===== src/rtl/tff_seq_pkg.sv =====
// Shared state encoding and direction constants for the toggle-counter sequencer.
package tff_seq_pkg;

  typedef enum logic [1:0] {
    IDLE = 2'd0,
    RUN  = 2'd1,
    DONE = 2'd2
  } state_t;

  localparam logic DIR_UP   = 1'b1;
  localparam logic DIR_DOWN = 1'b0;

endpackage


===== src/rtl/tff_cell.sv =====
// Single falling-edge toggle flip-flop with synchronous active-high clear.
module tff_cell (
  input  logic clk_i,
  input  logic rst_i,
  input  logic t_i,
  output logic q_o
);

  logic q_q;
  logic q_d;

  assign q_d = q_q ^ t_i;

  always_ff @(negedge clk_i) begin
    if (rst_i) q_q <= 1'b0;
    else       q_q <= q_d;
  end

  assign q_o = q_q;

endmodule


===== src/rtl/tff_counter_sequencer.sv =====
// Sequences a bank of toggle cells as an up/down counter for a programmed step count.
// TFF_SATURATE_EN: stop at all-ones/zero instead of wrapping, ending the run early.
//   state | meaning
//   IDLE  | waiting for start
//   RUN   | stepping once per unpaused edge
//   DONE  | one-cycle completion marker
module tff_counter_sequencer
  import tff_seq_pkg::*;
#(
  parameter int WIDTH = 8
) (
  input  logic             clk,
  input  logic             rst,
  input  logic             start,
  input  logic             dir,
  input  logic [WIDTH-1:0] count_len,
  input  logic             pause,
  output logic [WIDTH-1:0] q,
  output logic [WIDTH-1:0] t_vec,
  output logic             busy,
  output logic             done,
  output logic             wrap
);

  state_t           state_q, state_d;
  logic [WIDTH-1:0] rem_q, rem_d;
  logic             dir_q, dir_d;
  logic             wrap_q, wrap_d;

  logic [WIDTH-1:0] tv_raw;
  logic             carry;
  logic             at_limit;
  logic             stepping;
  logic             step_ok;

  // Ripple of the carry/borrow chain; the chain's tail means the next step wraps.
  always_comb begin
    carry  = 1'b1;
    tv_raw = '0;
    for (int i = 0; i < WIDTH; i++) begin
      tv_raw[i] = carry;
      carry     = carry & ((dir_q == DIR_UP) ? q[i] : ~q[i]);
    end
    at_limit = carry;
  end

  assign stepping = (state_q == RUN) && !pause;

`ifdef TFF_SATURATE_EN
  assign step_ok = stepping && !at_limit;
  assign wrap_d  = 1'b0;
`else
  assign step_ok = stepping;
  assign wrap_d  = step_ok && at_limit;
`endif

  assign t_vec = step_ok ? tv_raw : '0;

  always_comb begin
    state_d = state_q;
    rem_d   = rem_q;
    dir_d   = dir_q;
    unique case (state_q)
      IDLE: begin
        if (start) begin
          if (count_len != '0) begin
            dir_d   = dir;
            rem_d   = count_len;
            state_d = RUN;
          end else begin
            state_d = DONE;
          end
        end
      end
      RUN: begin
        if (stepping) begin
`ifdef TFF_SATURATE_EN
          if (at_limit) begin
            state_d = DONE;
          end else begin
            rem_d = rem_q - WIDTH'(1);
            if (rem_q == WIDTH'(1)) state_d = DONE;
          end
`else
          rem_d = rem_q - WIDTH'(1);
          if (rem_q == WIDTH'(1)) state_d = DONE;
`endif
        end
      end
      DONE:    state_d = IDLE;
      default: state_d = IDLE;
    endcase
  end

  always_ff @(negedge clk) begin
    if (rst) begin
      state_q <= IDLE;
      rem_q   <= '0;
      dir_q   <= DIR_DOWN;
      wrap_q  <= 1'b0;
    end else begin
      state_q <= state_d;
      rem_q   <= rem_d;
      dir_q   <= dir_d;
      wrap_q  <= wrap_d;
    end
  end

  for (genvar i = 0; i < WIDTH; i++) begin : g_cell
    tff_cell u_cell (
      .clk_i (clk),
      .rst_i (rst),
      .t_i   (t_vec[i]),
      .q_o   (q[i])
    );
  end

  assign busy = (state_q != IDLE);
  assign done = (state_q == DONE);
  assign wrap = wrap_q;

endmodule


===== config.mk =====
export PLATFORM = sky130hd
export DESIGN_NAME = tff_counter_sequencer
export DESIGN_NICKNAME = d
export VERILOG_FILES = /design/src/rtl/tff_seq_pkg.sv /design/src/rtl/tff_cell.sv /design/src/rtl/tff_counter_sequencer.sv
export SDC_FILE = /design/constraint.sdc
export NUM_CORES = 1
export LEC_CHECK = 0
export CORE_ASPECT_RATIO = 2
export CORE_UTILIZATION = 29
export DETAILED_ROUTE_END_ITERATION = 7
export HOLD_SLACK_MARGIN = 0.03
export PLACE_DENSITY = 0.52
export SYNTH_ARGS = -nofsm -noshare
export SYNTH_HDL_FRONTEND = slang
export SYNTH_HIERARCHICAL = 1
export SYNTH_SLANG_ARGS = --single-unit

===== constraint.sdc =====
create_clock -name clk -period 2.4 [get_ports clk]
set_clock_uncertainty 0.2 [all_clocks]
set_input_delay 0.36 -clock clk [delete_from_list [all_inputs] [get_ports clk]]
set_output_delay 0.36 -clock clk [all_outputs]
set_load 0.005 [all_outputs]

==> flow_summary.toml, run 1 <==
[detailed_routing]
firstDrtPassIters = 4
initialDrtViolationCount = 25
wl_mm = 4.416
vias = 1509
post-route-drc-count = 0
wire_per_inst_um = 14.87
viasPerCell = 5.081
final_antenna_net_count = 0

[min_path]
hp-class = "reg -> reg"
holdPathStages = 2
holdPathEnd = "rem_q[4]$_SDFFE_NP0P_"
min-delay-start = "rem_q[4]$_SDFFE_NP0P_"

[synth]
yosysWarnings = 6
synth_edf_count = 0
synth_adder_area_share = 0.02033
synthFlopType = "dfxtp_1"
avgSynthCellArea_um2 = 8.047
synthMuxAreaShare = 0
synth_top_family_by_area = "simple AND/OR/NAND/NOR gates"
synthXorXnorAreaFrac = 0.08537
synth_compound_area_frac = 0.1992
netlist-cell-type-count = 46
synthesis.nets = 168
synthArstFlopShare = 0
ys_seq_area_frac = 0.3252
synth-seq-cells = 20
synthSimpleGateAreaFrac = 0.2998
syn_inst = 153
synthesis.area_um2 = 1231

[floorplan]
fp.coreArea_um2 = 4088
rows = 33
ios = 32
die_area_um2 = 4526
die_w_um = 48.08
die_h_um = 94.15
start_util = 0.3012

[clocking]
clk_latency_ns = 0.34
cts_max_path_buffers = 2
htreeDepth = 1
cts_tree = "done"
cts_hold_buf = 0
cts-root-buf = "clkbuf_8"
cts_inserted_buffers = 3
clock_sinks = 20
clk_pin_slew_worst_paths_ns = 0.04

[setup_path]
path_class = "reg -> out"
rr_worst_depth = 6
arrival_ns = 2.81
critPathMaxFanout = 4
r2r_start = "rem_q[0]$_SDFFE_NP0P_"
rrSetupSlack_ns = 0.38
worstSetupEndpointType = "output pin"
crit_start = "state_q[1]$_SDFFE_NP0P_"
startpoint_type = "flop"
r2r_end = "rem_q[6]$_SDFFE_NP0P_"
required_ns = 1.84

[cells_and_area]
drive_gt1_frac = 0.5796
postLayoutCoreUtil = 0.5886
layout.nets = 261
final_cell_mix = "47 x buf_6, 25 x buf_4, 24 x inv_1"
design_area_um2 = 2406
fillCellCount = 349
area_growth_syn_to_layout_pct = 95.43
layout_commonest_cell = "buf_6"
diodes = 0
multi_input_area_um2 = 973.4
seq_area_um2 = 420.4

[place]
numPortBuffers = 31
gp_congestion = 0.9267
placed_area_um2 = 1881
hpwl_mm = 2.902

[timing]
rsz0062_at_grt = "yes"
whs_ns = 0.2977
tightest_slew_ns = 0.4913
fin_ws_ns = -0.9691
finalMaxSlewViolations = 0
relSlewSlack = 0.6725
hold_violations = 0
setup_viol = 39

[grt]
grt_antenna_before_repair = 0
grt_pass1_vias = 1690
grt_first_pass_wirelength_mm = 7.044
grt_max_degree = 21
gr-total-overflow = 0
grt.total_usage = 0.2108

[pwr]
p_leak_uw = 0.001075
power_density_nw_per_um2 = 519.0
peakVddDrop_mv = 0.4476

[flow_run]
cap_violations = 0

[status]
violations = "negative setup slack"
status = "complete, but fails checks"
==> cells by family (layout without fill, tap and decap cells) <==
kind of cell	Yosys count	after routing
AOI/OAI and AO/OA	33	33
xor gates and xnor gates	12	12
adders and majority gates	2	2
buffers and inverters	21	113
DFF	20	20
and+or+nand+nor	65	65
==> worst max-delay path: stages, from the launching register on <==
cell and delay (ns):
dfxtp_2 0.32, or3b_4 0.39, inv_4 0.06, and2_4 0.16
o21ai_4 0.08, a21oi_2 0.13, buf_2 0.13
==> synthesized netlist by cell type (4+ instances only) <==
cell type | instances | area [um^2]
nand3_1 | 5 | 25.02
nand2b_1 | 6 | 37.54
nor2b_1 | 4 | 25.02
nand2_1 | 7 | 26.28
a21oi_1 | 9 | 45.04
a22oi_1 | 4 | 30.03
nor2_1 | 17 | 63.81
inv_1 | 15 | 56.30
dfxtp_1 | 20 | 400.4
nor4_1 | 4 | 25.02
o32ai_1 | 6 | 52.55
xnor2_1 | 11 | 96.34
==> sequential cells by signal, summed over array words and instances, names as in the netlist <==
signal	count
g_cell.u_cell/q_o	8
rem_q	8
state_q	2
dir_q	1
wrap	1
==> final cells by class <==
cell class                      count  share of cell area
Multi-Input combinational cell    112              0.4046
Timing Repair Buffer               83              0.3328
Sequential cell                    20              0.1747
Clock inverter                     21             0.03328
Tap cell                           52             0.02704
Clock buffer                        3             0.01716
Inverter                            6             0.01040
==> through the flow <==
step / std cells / total power [uW] / setup TNS [ns] / setup slack (ns)
finish: 297 / 1249 / -16.63 / -0.9691
global route: 297 / 1348 / -18.07 / -1.038
CTS: 299 / 1230 / -16.77 / -0.9965
detailed placement: 263 / 826.6 / -30.40 / -1.109
global placement: 263 / 821.8 / -30.31 / -1.090
floorplan: 153 / 648.7 / -13.06 / -0.6443
==> report_power, final <==
part / total [uW] / switching (uW) / internal [uW]
combinational: 483 / 210 / 273
sequential: 399 / 31.5 / 367
clock: 367 / 208 / 159
total: 1250 / 450 / 799
==> how the worst max path moves through the flow <==
stage / endpoint / slack, ns / cells past startpoint
3_3_place_gp: rem_q[0]$_SDFFE_NP0P_ / -1.09 / 5
6_report: t_vec[7] / -0.97 / 6
5_1_grt: t_vec[6] / -1.04 / 6
4_1_cts: t_vec[2] / -1.0 / 5
3_5_place_dp: rem_q[0]$_SDFFE_NP0P_ / -1.11 / 5
2_1_floorplan: t_vec[7] / -0.64 / 6
==> timing repair <==
| item | CTS | global route |
|---|---|---|
| pin swaps | 24 | 27 |
| gates resized for setup | 180 | 39 |
| endpoints found under the hold margin | 0 | 0 |
| endpoints found under the setup margin | 39 | 39 |
| buffers inserted | 32 | 15 |
==> routing by layer <==
layer,vias to the layer above,GRT usage,wire length [um]
li1,723,-,-
met1,717,0.1927,1575
met2,55,0.3806,2545
met3,14,0.05192,194
met4,0,0.1204,101
met5,-,0,0
Note: power is estimated with default switching activity, not from simulation.
==> run 2, diff against run 1 <==
Settings changed: CORE_ASPECT_RATIO 2 to 1.1.
==> flow_summary.toml, run 2 (synthesis gave the netlist of run 1 again) <==
[timing]
tns_ns = -16.63
finalMaxSlewViolations = 0
hold_violations = 0
rsz0062_at_grt = "yes"
relSlewSlack = 0.6915
setup_viol = 39
fin_ws_ns = -0.9884
tightest_slew_ns = 0.4627

[floorplan]
ios = 32
start_util = 0.3060
die_h_um = 70.34
fp.coreArea_um2 = 4024
die_w_um = 64.13
rows = 24
die_area_um2 = 4510

[clocking]
cts_tree = "done"
clock_sinks = 20
cts_max_path_buffers = 2
clk_pin_slew_worst_paths_ns = 0.03
cts_inserted_buffers = 3
htreeDepth = 1
cts_hold_buf = 0
clk_latency_ns = 0.35
cts-root-buf = "clkbuf_8"

[detailed_routing]
wire_per_inst_um = 13.98
final_antenna_net_count = 0
viasPerCell = 4.980
post-route-drc-count = 0
wl_mm = 4.221
vias = 1504
firstDrtPassIters = 4
initialDrtViolationCount = 26

[min_path]
holdPathStages = 2
min-delay-start = "rem_q[1]$_SDFFE_NP0P_"
holdPathEnd = "rem_q[1]$_SDFFE_NP0P_"
hp-class = "reg -> reg"

[place]
numPortBuffers = 31
pre_cts_slack_ns = -1.112
gp_congestion = 0.8184
hpwl_mm = 2.625

[pwr]
p_leak_uw = 0.001111
peakVddDrop_mv = 0.2570
power_density_nw_per_um2 = 510.5
p_total_uw = 1254

[setup_path]
required_ns = 1.84
r2r_end = "rem_q[6]$_SDFFE_NP0P_"
r2r_start = "rem_q[0]$_SDFFE_NP0P_"
critPathMaxFanout = 4
rr_worst_depth = 6
rrSetupSlack_ns = 0.41
worstSetupEndpointType = "output pin"
arrival_ns = 2.83
path_class = "reg -> out"
startpoint_type = "flop"

[grt]
grt_first_pass_wirelength_mm = 7.010
grt.total_usage = 0.1969
grt_antenna_before_repair = 0
grt_max_degree = 15
gr-total-overflow = 0
grt_pass1_vias = 1641

[cells_and_area]
layout_commonest_cell = "buf_6"
area_growth_syn_to_layout_pct = 99.59
drive_gt1_frac = 0.6000
layout.nets = 266
postLayoutCoreUtil = 0.6107
diodes = 0
final_cell_mix = "45 x buf_6, 29 x buf_4, 24 x inv_1"

[status]
violations = "negative setup slack"
status = "complete, but fails checks"

[flow_run]
cap_violations = 0
[run 2: final cells by class]
cell class,count,area [um^2]
inverter,6,25.02
clock buffer,3,41.29
fill,357,1567
sequential,20,414.1
clock inverter,21,81.33
multi-input combinational,112,980.9
timing repair buffer,88,849.6
tap,52,65.06
[run 2: layer usage]
| layer | part of all wire | vias to the layer above | track usage |
|---|---|---|---|
| li1 | - | 732 | - |
| met1 | 0.42 | 720 | 0.2083 |
| met2 | 0.52 | 47 | 0.3475 |
| met3 | 0.051 | 5 | 0.05392 |
| met4 | 0.0083 | 0 | 0.1086 |
| met5 | 0 | - | 0 |
[run 2: worst max-delay path by stage]
stage	from	to	slack [ns]	cells after the start
floorplan	state_q[0]$_SDFFE_NP0P_	t_vec[7]	-0.64	6
global placement	state_q[0]$_SDFFE_NP0P_	t_vec[7]	-1.06	6
detailed placement	count_len[3]	rem_q[0]$_SDFFE_NP0P_	-1.11	5
CTS	state_q[1]$_SDFFE_NP0P_	t_vec[4]	-1.01	6
global route	state_q[0]$_SDFFE_NP0P_	t_vec[7]	-1.06	6
finish	state_q[0]$_SDFFE_NP0P_	t_vec[4]	-0.99	6
[run 2: through the flow]
stage / hold slack [ns] / cell area, um^2 / instances
finish: 0.3015 / 2457 / 302
global route: 0.3164 / 2457 / 302
CTS: 0.2858 / 2380 / 302
detailed placement: 0.2867 / 1881 / 263
global placement: 0.2738 / 1881 / 263
floorplan: 0.2585 / 1281 / 153
[run 2: power breakdown]
group          internal [uW]  switching [uW]
clock                    162             211
combinational            277             208
sequential               368            28.6
total                    807             448
[run 2: worst max-delay path, stage by stage, from the launching register on]
cell and delay [ns]:
dfxtp_2 0.32, or3b_4 0.39, inv_4 0.06, and2_4 0.17, buf_6 0.10, and3_4 0.18
buf_6 0.09
[run 2: repair_timing]
| item | in CTS | in global routing |
|---|---|---|
| cloned | 1 | 0 |
| setup buffers | 24 | 16 |
| endpoints found under the setup margin | 39 | 38 |
| gates resized for setup | 177 | 32 |
| pin swaps | 22 | 25 |
==> run 3, diff against run 2 <==
Settings changed: SLEW_MARGIN set to 0.
==> results of run 3 <==
The final DEF is identical to that of run 2; final timing and power are the same.
==> variant: new RTL, flow settings as in run 2 <==
`WIDTH`: 8 -> 10.
--- a/src/rtl/tff_counter_sequencer.sv
+++ b/src/rtl/tff_counter_sequencer.sv
@@ -7,7 +7,7 @@
 module tff_counter_sequencer
   import tff_seq_pkg::*;
 #(
-  parameter int WIDTH = 8
+  parameter int WIDTH = 10
 ) (
   input  logic             clk,
   input  logic             rst,
Ports: changed (resized count_len, q and t_vec); port bits go from 32 to 38. The function was not compared with the original's and may differ.
==> variant against run 2 <==
The flow still finishes with violations (negative setup slack). Register-to-register slack worse by 0.41 ns. Routed wire length is 38% higher. Synthesized area is 19% higher. Sequential share of layout area is 1.1 points lower. Final area is 32% higher. Worst setup slack worse by 0.11 ns. Clock power is 8.0% higher. Final cell count is 26% higher. Sequential cell count is 4 higher. Total power is 29% higher. Critical endpoint is now t_vec[9].
==> variant: results (changes against run 2) <==
[detailed_routing]
drt_first_iter_violations = 102  ; +290%
met2_wirelength_um = 3114  ; +41%
dr_total_vias = 1943  ; +29%
wl_met1_um = 2389  ; +36%

[timing]
tns_ns = -24.18  ; -7.551 ns
worst_slack_ns = -1.102  ; -0.1133 ns
setup_viol = 46  ; +18%
tightest_slew_ns = 0.5151  ; +0.05243 ns

[power]
ir_drop_mv = 0.2434  ; -5.3%
combPwrFrac_pct = 44.5  ; +5.8 points
p_clk_share_pct = 24.8  ; -4.9 points
cellLeakagePower_nw = 1.518  ; +37%
p_sw_share_pct = 37.80  ; +2.1 points
p_seq_mw = 0.498  ; +26%

[worst_hold_path]
hold_end = rem_q[9]
worstHoldStart = rem_q[9]

[logic_synthesis]
synth_area_leaders = dfxtp_1, xnor2_1, inv_1, nor2_1, o31ai_1
synth-adder-area-share_pct = 1.708  ; -0.32 points
synth_xor_area_share_pct = 8.967  ; +0.43 points
synthMuxAreaShare_pct = 2.818  ; +2.8 points
synth_cell_types = 41  ; -11%
syn-num-nets = 200  ; +19%
syn_avg_cell_area_um2 = 8.006  ; -0.50%
synth.top_cells.by_count = dfxtp_1, inv_1, nor2_1
seq_area_frac_synth_pct = 32.79  ; +0.27 points

[placement]
placed_cells = 314  ; +19%
numPortBuffers = 37  ; +19%
place_hpwl_um = 3492  ; +33%

[clock_network]
cts_setup_buffers = 37  ; +54%
clock_sink_count = 24  ; +20%
cts_resized = 209  ; +18%

[setup_path]
reg2reg_from = state_q[0]
cp_slowest_cell = nor4_4
startpoint = dir_q
worstPathArrival_ns = 2.94  ; +0.11 ns
reg2reg_to = rem_q[2]
max_stage_delay_ns = 0.37  ; -0.02 ns
ff2ff_setup_slack_ns = 0  ; -0.41 ns
cp-endpoint = t_vec[9]
r2r_cells = 9  ; +3

[finish]
multi_input_cells = 127  ; +13%
drive_above_1_share_pct = 61.54  ; +1.5 points
multi_input_area_share_pct = 39.30  ; -0.62 points
final-nonclk-buf-share_pct = 37.60  ; +3.0 points
n_all_buffers = 137  ; +56%
instances_no_fill = 381  ; +26%
seq_area_share_pct = 15.73  ; -1.1 points
inv_count = 10  ; +4
nFillCells = 368  ; +3.1%
layout.nets = 344  ; +29%

[global_routing]
use_met3_pct = 5.159  ; -0.23 points
grt_pass1_vias = 1975  ; +20%
grt_usage_pct = 20.83  ; +1.1 points
grt_pass1_wl_um = 8976  ; +28%

[status]
violations = negative setup slack
status = complete, but fails checks

-- variant: cell count changes after synthesis, sizes merged, moves of 6 or more --
cell           run 2  this run
inv               15        21
o32ai              6         0
o311ai             0         6
o31ai              0         7
clkbuf             1         9
-- variant: worst max-delay path, delay by kind of cell (launching register included) --
| kind | cells | cell delay, ns |
|---|---|---|
| AOI/OAI and AO/OA | 2 | 0.27 |
| DFF | 1 | 0.36 |
| and+or+nand+nor | 1 | 0.37 |
| buffers and inverters | 3 | 0.40 |
-- variant: stage by stage --
stage | worst slack [ns] | hold WS (ns) | area (µm²)
finish | -1.102 | 0.3162 | 3244
global route | -1.198 | 0.3241 | 3244
CTS | -1.125 | 0.3116 | 2895
detailed placement | -1.429 | 0.3022 | 2298
global placement | -1.390 | 0.2906 | 2298
floorplan | -0.9044 | 0.2720 | 1580
